`src/rtl/sdrc_app_pkg.sv`:
```
// sdrc_app_pkg: shared constants for the SDRAM application-port master.
// State codes, request direction encodings and default burst depth.
package sdrc_app_pkg;

    localparam int MAX_BURST_DEF = 8;

    typedef logic [2:0] state_t;

    localparam state_t ST_IDLE  = 3'd0;
    localparam state_t ST_WFILL = 3'd1;
    localparam state_t ST_REQ   = 3'd2;
    localparam state_t ST_WDATA = 3'd3;
    localparam state_t ST_RDATA = 3'd4;
    localparam state_t ST_DONE  = 3'd5;

    localparam logic OP_WR = 1'b0;
    localparam logic OP_RD = 1'b1;

endpackage

```
`src/rtl/sdrc_app_wbuf.sv`:
```
// sdrc_app_wbuf: write burst staging buffer, data plus active-low mask.
// Filled by the client side, drained word by word by the controller.
module sdrc_app_wbuf
    import sdrc_app_pkg::*;
#(
    parameter int DW    = 32,
    parameter int BW    = 4,
    parameter int DEPTH = MAX_BURST_DEF
) (
    input  logic          clk,
    input  logic          rst,
    input  logic          clr,
    input  logic          wr_en,
    input  logic [DW-1:0] wr_data,
    input  logic [BW-1:0] wr_mask,
    input  logic          rd_adv,
    output logic [DW-1:0] rd_data,
    output logic [BW-1:0] rd_mask
);

    localparam int PW = (DEPTH > 1) ? $clog2(DEPTH) : 1;
    localparam int EW = DW + BW;

    logic [EW-1:0] mem_q [DEPTH];
    logic [EW-1:0] mem_d [DEPTH];
    logic [PW-1:0] wptr_q;
    logic [PW-1:0] wptr_d;
    logic [PW-1:0] rptr_q;
    logic [PW-1:0] rptr_d;
    logic [EW-1:0] rd_ent;

    // Pointer advance and entry write; clear restarts both pointers.
    always_comb begin
        wptr_d = wptr_q;
        rptr_d = rptr_q;
        mem_d  = mem_q;
        if (clr) begin
            wptr_d = '0;
            rptr_d = '0;
        end else begin
            if (wr_en) begin
                mem_d[wptr_q] = {wr_mask, wr_data};
                wptr_d        = wptr_q + PW'(1);
            end
            if (rd_adv) begin
                rptr_d = rptr_q + PW'(1);
            end
        end
    end

    // Pointer registers; reset discards whatever was buffered.
    always_ff @(posedge clk) begin
        if (rst) begin
            wptr_q <= '0;
            rptr_q <= '0;
        end else begin
            wptr_q <= wptr_d;
            rptr_q <= rptr_d;
        end
    end

    // Storage needs no reset: it is only read after being written.
    always_ff @(posedge clk) begin
        mem_q <= mem_d;
    end

    assign rd_ent  = mem_q[rptr_q];
    assign rd_data = rd_ent[DW-1:0];
    assign rd_mask = rd_ent[EW-1:DW];

endmodule

```
`src/rtl/sdrc_app_master.sv`:
```
// sdrc_app_master: client command/data stream to SDRAM controller app port.
// Writes are fully buffered before requesting; reads stream through.
module sdrc_app_master
    import sdrc_app_pkg::*;
#(
    parameter int APP_AW    = 26,
    parameter int APP_DW    = 32,
    parameter int APP_BW    = 4,
    parameter int BL_W      = 9,
    parameter int MAX_BURST = MAX_BURST_DEF,
    parameter int LEN_W     = 4
) (
    input  logic              sdram_clk,
    input  logic              sdram_reset,
    input  logic              cmd_valid,
    output logic              cmd_ready,
    input  logic              cmd_wr,
    input  logic [APP_AW-1:0] cmd_addr,
    input  logic [LEN_W-1:0]  cmd_len,
    input  logic              wdata_valid,
    output logic              wdata_ready,
    input  logic [APP_DW-1:0] wdata,
    input  logic [APP_BW-1:0] wstrb,
    output logic              rdata_valid,
    output logic [APP_DW-1:0] rdata,
    output logic              rdata_last,
    output logic              done,
    input  logic              sdr_init_done,
    output logic              app_req,
    output logic [APP_AW-1:0] app_req_addr,
    output logic [BL_W-1:0]   app_req_len,
    output logic              app_req_wr_n,
    output logic              app_req_wrap,
    input  logic              app_req_ack,
    output logic [APP_BW-1:0] app_wr_en_n,
    output logic [APP_DW-1:0] app_wr_data,
    input  logic              app_wr_next_req,
    input  logic              app_rd_valid,
    input  logic              app_last_rd,
    input  logic              app_last_wr,
    input  logic [APP_DW-1:0] app_rd_data
);

    localparam logic [LEN_W-1:0] MAX_LEN = LEN_W'(MAX_BURST);

    state_t            state_q;
    state_t            state_d;
    logic [APP_AW-1:0] addr_q;
    logic [APP_AW-1:0] addr_d;
    logic              wr_q;
    logic              wr_d;
    logic [LEN_W-1:0]  len_q;
    logic [LEN_W-1:0]  len_d;
    logic [LEN_W-1:0]  cnt_q;
    logic [LEN_W-1:0]  cnt_d;
    logic              rvalid_q;
    logic              rvalid_d;
    logic              rlast_q;
    logic              rlast_d;
    logic [APP_DW-1:0] rdata_q;
    logic [APP_DW-1:0] rdata_d;

    logic [LEN_W-1:0]  eff_len;
    logic [LEN_W-1:0]  cnt_inc;
    logic              rd_fin;
    logic              buf_clr;
    logic              buf_wr;
    logic              buf_adv;
    logic [APP_DW-1:0] buf_data;
    logic [APP_BW-1:0] buf_mask;

    // Oversized lengths clamp to one full burst rather than wrapping.
    assign eff_len = (cmd_len > MAX_LEN) ? MAX_LEN : cmd_len;
    assign cnt_inc = cnt_q + LEN_W'(1);
    // Final read word is on the output this cycle.
    assign rd_fin  = rvalid_q & rlast_q;

    sdrc_app_wbuf #(
        .DW    (APP_DW),
        .BW    (APP_BW),
        .DEPTH (MAX_BURST)
    ) u_wbuf (
        .clk     (sdram_clk),
        .rst     (sdram_reset),
        .clr     (buf_clr),
        .wr_en   (buf_wr),
        .wr_data (wdata),
        .wr_mask (~wstrb),
        .rd_adv  (buf_adv),
        .rd_data (buf_data),
        .rd_mask (buf_mask)
    );

    // Command sequencing: accept, fill, request, move data, report done.
    always_comb begin
        state_d     = state_q;
        addr_d      = addr_q;
        wr_d        = wr_q;
        len_d       = len_q;
        cnt_d       = cnt_q;
        rvalid_d    = 1'b0;
        rlast_d     = 1'b0;
        rdata_d     = rdata_q;
        buf_clr     = 1'b0;
        buf_wr      = 1'b0;
        buf_adv     = 1'b0;
        cmd_ready   = 1'b0;
        wdata_ready = 1'b0;
        app_req     = 1'b0;
        done        = 1'b0;
        unique case (state_q)
            ST_IDLE: begin
                cmd_ready = sdr_init_done;
                if (cmd_valid && sdr_init_done) begin
                    addr_d  = cmd_addr;
                    wr_d    = cmd_wr;
                    len_d   = eff_len;
                    cnt_d   = '0;
                    buf_clr = 1'b1;
                    if (eff_len == '0) begin
                        state_d = ST_DONE;
                    end else if (cmd_wr) begin
                        state_d = ST_WFILL;
                    end else begin
                        state_d = ST_REQ;
                    end
                end
            end
            ST_WFILL: begin
                wdata_ready = 1'b1;
                if (wdata_valid) begin
                    buf_wr = 1'b1;
                    cnt_d  = cnt_inc;
                    if (cnt_inc == len_q) begin
                        cnt_d   = '0;
                        state_d = ST_REQ;
                    end
                end
            end
            ST_REQ: begin
                app_req = 1'b1;
                if (app_req_ack) begin
                    state_d = wr_q ? ST_WDATA : ST_RDATA;
                end
            end
            ST_WDATA: begin
                if (app_wr_next_req) begin
                    buf_adv = 1'b1;
                    cnt_d   = cnt_inc;
                end
                if ((app_wr_next_req && cnt_inc == len_q) || app_last_wr) begin
                    state_d = ST_DONE;
                end
            end
            ST_RDATA: begin
                if (app_rd_valid && !rd_fin) begin
                    rvalid_d = 1'b1;
                    rdata_d  = app_rd_data;
                    cnt_d    = cnt_inc;
                    rlast_d  = (cnt_inc == len_q) || app_last_rd;
                end
                if (rd_fin) begin
                    state_d = ST_DONE;
                end
            end
            ST_DONE: begin
                done    = 1'b1;
                state_d = ST_IDLE;
            end
            default: begin
                state_d = ST_IDLE;
            end
        endcase
    end

    // State and datapath registers with synchronous reset.
    always_ff @(posedge sdram_clk) begin
        if (sdram_reset) begin
            state_q  <= ST_IDLE;
            addr_q   <= '0;
            wr_q     <= 1'b0;
            len_q    <= '0;
            cnt_q    <= '0;
            rvalid_q <= 1'b0;
            rlast_q  <= 1'b0;
            rdata_q  <= '0;
        end else begin
            state_q  <= state_d;
            addr_q   <= addr_d;
            wr_q     <= wr_d;
            len_q    <= len_d;
            cnt_q    <= cnt_d;
            rvalid_q <= rvalid_d;
            rlast_q  <= rlast_d;
            rdata_q  <= rdata_d;
        end
    end

    assign app_req_addr = addr_q;
    assign app_req_len  = BL_W'(len_q);
    assign app_req_wr_n = wr_q ? OP_WR : OP_RD;
    assign app_req_wrap = 1'b0;
    assign app_wr_data  = (state_q == ST_WDATA) ? buf_data : '0;
    assign app_wr_en_n  = (state_q == ST_WDATA) ? buf_mask : '1;
    assign rdata_valid  = rvalid_q & (state_q == ST_RDATA);
    assign rdata        = rdata_q;
    assign rdata_last   = rlast_q & rdata_valid;

endmodule

```
`config.mk`:
```
export PLATFORM = sky130hd
export DESIGN_NAME = sdrc_app_master
export DESIGN_NICKNAME = d
export VERILOG_FILES = /design/src/rtl/sdrc_app_pkg.sv /design/src/rtl/sdrc_app_wbuf.sv /design/src/rtl/sdrc_app_master.sv
export SDC_FILE = /design/constraint.sdc
export NUM_CORES = 1
export LEC_CHECK = 0
export BUFFER_PORTS_ARGS = -buffer_cell sky130_fd_sc_hd__clkbuf_2
export CAP_MARGIN = 30
export CELL_PAD_IN_SITES_DETAIL_PLACEMENT = 1
export CELL_PAD_IN_SITES_GLOBAL_PLACEMENT = 2
export CORE_UTILIZATION = 30
export DETAILED_ROUTE_END_ITERATION = 8
export PLACE_DENSITY_LB_ADDON = 0.25
export RECOVER_POWER = 50
export SLEW_MARGIN = 5
export SYNTH_ARGS = -nofsm -noshare
export SYNTH_HDL_FRONTEND = slang
export SYNTH_SLANG_ARGS = --single-unit
```
`constraint.sdc`:
```
create_clock -name sdram_clk -period 5.9 [get_ports sdram_clk]
set_input_delay 1.18 -clock sdram_clk [delete_from_list [all_inputs] [get_ports sdram_clk]]
set_output_delay 1.18 -clock sdram_clk [all_outputs]
set_load 0.02 [all_outputs]
```
# Yosys cells after proc, flatten, opt, wreduce, memory -nomap -nowiden
# Index checks and enable logic that the tools add are counted.
# op_classes
addsub	3
magnitude_cmp	4
eq_ne	14
mux	37
bitwise	9
reduce_logical	18
# op_table
cell	n
288-bit bitwise mux	1
36-bit binary-select mux with 3-bit select	1
36-bit demux with 3-bit select	1
36-bit 2-to-1 mux	3
32-bit 2-to-1 mux	1
4-bit 2-to-1 mux	7
3-bit 2-to-1 mux	8
2-bit inequality test, second input constant	8
4-bit case mux with 4 select lines	1
3-bit case mux with 5 select lines	1
1-bit 2-to-1 mux	12
4-bit >= comparator, second input constant	2
3-bit NOT with 4-bit output	2
3-bit by 1-bit adder with 3-bit output, second input constant	2
3-bit by 2-bit equality test with 1-bit output, second input constant	2
3-bit equality test, second input constant	2
2-bit AND reduction	3
6-bit AND reduction	1
5-bit AND reduction	1
4-bit by 1-bit adder with 4-bit output, second input constant	1
4-bit equality test	1
4-bit > comparator, second input constant	1
1-bit logical AND	4
4-bit zero test	1
12 further kinds	18
# totals
ff_bits	366
in_bits	109

# Logic depth before layout (Yosys ltp)
# logic_depth
word_depth	6
mapped_depth	7

# By module
# From an unflattened synthesis, not the netlist that was laid out.
# hier_totals
hier_cells	869
hier_area_um2	14532.7
# by_module_without_submodules
module	instances	cells_each	area_per_inst_um2	seq_area_each_um2
sdrc_app_wbuf	1	453	11353.4	8768.4
sdrc_app_master	1	416	3179.3	1441.4

# Worst setup path before layout
# No wires, ideal clock.
# synth_path
path_kind	input to register
start	input wdata_valid
end	register u_wbuf.mem_q[252] (netlist bit), enable pin
setup_ps	474
t_arrival_ps	4035
setup_slack_ps	1391
path_stages	3
n_path_buf	0
path_cell_list	nand2_1 > or2_1 > nor3_1
# synth_between
elab_chain_len	3
# synth_lines
element	line_no	source
start: declaration	sdrc_app_master.sv:20	input logic wdata_valid,
1-bit 2-to-1 mux	sdrc_app_master.sv:131	if (wdata_valid) begin
1-bit 2-to-1 mux	sdrc_app_master.sv:111	unique case (state_q)
2-bit AND reduction (no source line)	n/a	
end signal: assignment	sdrc_app_wbuf.sv:64	mem_q <= mem_d;
end: declaration	sdrc_app_wbuf.sv:24	logic [EW-1:0] mem_q [DEPTH];
# No other way between the ends.
# A chain may end at the register's enable or synchronous reset.

# Final worst setup path
# layout_path
start	register u_wbuf.rptr_q[0]
end	output app_wr_data[0]
# layout_between
elab_chain_len	5
# layout_lines
element	line_no	source
start: declaration	sdrc_app_wbuf.sv:28	logic [PW-1:0] rptr_q;
start signal: assignment	sdrc_app_wbuf.sv:58	rptr_q <= rptr_d;
3-bit NOT with 4-bit output (implied by the code)	sdrc_app_wbuf.sv:67	assign rd_ent = mem_q[rptr_q];
36-bit binary-select mux with 3-bit select	sdrc_app_wbuf.sv:67	
36-bit 2-to-1 mux (implied by the code) (2 in series)	sdrc_app_wbuf.sv:67	
32-bit 2-to-1 mux	sdrc_app_master.sv:203	assign app_wr_data = (state_q == ST_WDATA) ? buf_data : '0;
end: declaration	sdrc_app_master.sv:36	output logic [APP_DW-1:0] app_wr_data,
# No other way between the ends. The select of a mux whose other input is x is not followed.

==> flow_summary.toml <==
[status]
status = "finished, violations left"
violations = "max-capacitance violations, max-slew violations"

[clock_network]
cts_made_buffers = 41
post-cts-setup-buffer-count = 0
cts.sinks = 366
htree_num_levels = 2
insertion_delay_ps = 560
cts.clk_slew.worst_paths_ps = 60
cts_hold_buf = 0
cts_resized = 0
cts_buffer_depth = 3
cts_tree = "yes"
root_buffer = "clkbuf_16"

[finish]
drive_gt1_share_pct = 27.5
nNetsFinal = 1204
fillCellCount = 4850
syn2layout_area_growth_pct = 21.8
final_common_cell = "edfxtp_1"
diodes = 0
fin_cells = 1728
most-common-layout-cells = "edfxtp_1, nand2_1, clkbuf_2"

[min_path]
hold_end = "app_req_addr[18]"
holdCritPathClass = "flip-flop to flip-flop"
min_from = "app_req_addr[18]"
min_path_cells = 2

[synth]
async_reset_ff_share_pct = 0
synth-edff-count = 288
ys_types = 48
synthSimpleGateAreaFrac_pct = 6.74
synth_fa_ha_area_share_pct = 0.266
yosysWarnings = 0
synthXorXnorAreaFrac_pct = 0.604
synth-seq-cells = 366
muxShareOfSynthArea_pct = 14.2
syn_inst = 867
synth_compound_area_share_pct = 3.65
synth_area_um2 = 14100
synth.yosys.seq_area_share_pct = 72.5
syn_avg_cell_area_um2 = 16.2
synth_top_family_by_area = "multiplexers"
ys.flop_type = "edfxtp_1"

[power_and_ir_drop]
pwr-share-seq_pct = 48.2
pwr-share-clk_pct = 41.4
peakVddDrop_uv = 241
power_switching_mw = 1.53
p_sw_share_pct = 25.1
power_per_cell_area_nw_per_um2 = 355
p_leak_nw = 5.58
internal-power_mw = 4.56
power_frac_comb_pct = 10.4

[setup_path]
rr_endpoint = "u_wbuf.mem_q[90]"
cp_max_fo = 38
path_class = "flip-flop to output pin"
setup.worst_path.end_class = "output pin"
crit_path_max_incr_delay_ps = 550
path_delay_family = "buffers and inverters"
required_ps = 4720
cp_slowest_cell = "mux4_2"
worst_ep_arrival_time_ps = 2780
cp_num_buf_inv = 3
r2r_setup_slack_ps = 2750
r2r-start = "state_q[0]"
critical_path.cell_chain = "buf_16 > buf_4 > mux4_2 > mux2i_1 > nor2_1 > clkbuf_2"
crit_path_start_kind = "flip-flop"
worst-r2r-cell-count = 4

[flow_run]
cap_violations = 2

[sta]
setup_viol = 0
tightest_slew_ps = 1760
fin_worst_skew_ps = 10.9
finalWorstSetupSlack_ps = 1940
max_clock_freq_mhz = 253
final.period_utilization_pct = 67.1
slew_headroom_pct = -17.4
maxSlewViolCount = 70
rsz0062_at_grt = "no"
period_minus_slack_ps = 3960
tns_ps = 0
hold_viol_final = 0

[place]
place_inst = 1655
gp_congestion = 0.713
hpwl_mm = 20.6
port_buffers = 213
post-place-ws_ps = 2440

[floorplanning]
start_util_pct = 30.3
core-area_um2 = 46500
die_h_um = 219
num_rows = 79
dieArea_um2 = 47800
die_w_um = 219
io_pins = 220

[grt]
antenna_found_initial = 2
track_usage_pct = 14.4
grt_pass1_vias = 8197
gr-usage-met1_pct = 18.7
gr-usage-met3_pct = 3.16
grt_pass1_wl_mm = 51.2
grt.overflow.total = 0
grt_max_degree = 52
top_usage_layer = "met2"
met2_usage_pct = 23.7

[routing]
vias = 8028
viasPerCell = 4.65
drc_errors = 0
drtIter0Drc = 322
wl_per_cell_um = 20.2
wirelength_mm = 34.9
dr.pass1.iters = 5
drtAntennaViolNets = 0
-- synthesized netlist by cell type, types with 6 or more instances --
library cell	instances	area (um^2)
edfxtp_1	288	8650
nand3_1	6	30.0
buf_1	6	22.5
nor2_1	41	154
nand2_1	142	533
dfxtp_1	78	1560
a21oi_1	71	355
mux2i_1	38	380
clkbuf_1	27	101
buf_4	6	45.0
mux4_2	72	1620
buf_2	17	85.1
nor3_1	10	50.1
inv_1	8	30.0
-- power groups by stage --
| stage | registers (mW) | clock network, mW | logic (mW) |
|---|---|---|---|
| detailed placement | 2.99 | 0 | 0.655 |
| finish | 2.93 | 2.52 | 0.630 |
| global placement | 2.99 | 0 | 0.639 |
| CTS | 2.93 | 2.61 | 0.658 |
| floorplan | 3.01 | 0 | 0.388 |
| global route | 2.95 | 2.69 | 0.695 |
-- per-layer routing --
metal / vias up / routed length [um] / part of all wire (%)
met4: 4 / 861 / 2.5
met5: - / 25 / 0.072
met2: 186 / 16700 / 48
met3: 54 / 1760 / 5.0
met1: 4052 / 15600 / 45
li1: 3732 / - / -
-- state kept, by name, indices dropped and copies added (netlist names), 3 cells and up --
| signal | count |
|---|---|
| state_q | 3 |
| u_wbuf.wptr_q | 3 |
| u_wbuf.rptr_q | 3 |
| u_wbuf.mem_q | 288 |
| len_q | 4 |
| rdata | 32 |
| cnt_q | 4 |
| app_req_addr | 26 |
-- worst reg2reg max path: stages, from the launching register on --
cell     delay, ps
dfxtp_1        610
nor3b_1        550
nand3_1        370
nor2_1         630
buf_4          610
-- cell type report --
class / count / area [um^2] / share of cell area (%)
multi-input cells: 442 / 3660 / 21.3
well taps: 607 / 759 / 4.43
inverters: 8 / 30.0 / 0.175
repair buffers: 233 / 1160 / 6.76
clock inverters: 20 / 226 / 1.32
clock buffers: 52 / 1100 / 6.41
flip-flops and latches: 366 / 10200 / 59.6
-- how the worst max path moves through the flow --
stage                                start           endpoint  slack (ps)  cells past startpoint
after global routing      u_wbuf.rptr_q[0]    app_wr_data[16]        1690                      6
after global placement    u_wbuf.rptr_q[0]     app_wr_data[5]        2140                      5
after CTS                 u_wbuf.rptr_q[0]    app_wr_data[16]        1810                      6
after floorplan                wdata_valid  u_wbuf.mem_q[252]        1390                      3
final                     u_wbuf.rptr_q[0]     app_wr_data[0]        1940                      6
after detailed placement        state_q[2]    app_wr_data[19]        2440                      5
-- metrics by stage --
step | hold slack [ps] | util [%] | cell area, um^2 | total power [mW]
3_5_place_dp | 450 | 34.3 | 15900 | 3.64
4_1_cts | 459 | 37.1 | 17200 | 6.20
2_1_floorplan | 449 | - | 14100 | 3.39
5_1_grt | 466 | 36.9 | 17200 | 6.33
3_3_place_gp | 441 | 34.2 | 15900 | 3.63
6_report | 453 | 36.9 | 17200 | 6.09
-- cell families after synthesis --
group | count (synthesis)
flip-flops | 366
AND/OR/NAND/NOR | 224
multiplexers | 110
AO/OA/AOI/OAI | 91
buffers and inverters | 64
XOR/XNOR | 8
adder cells (fa/ha/maj) | 3
other | 1
Power figures use the tool's default switching activity.
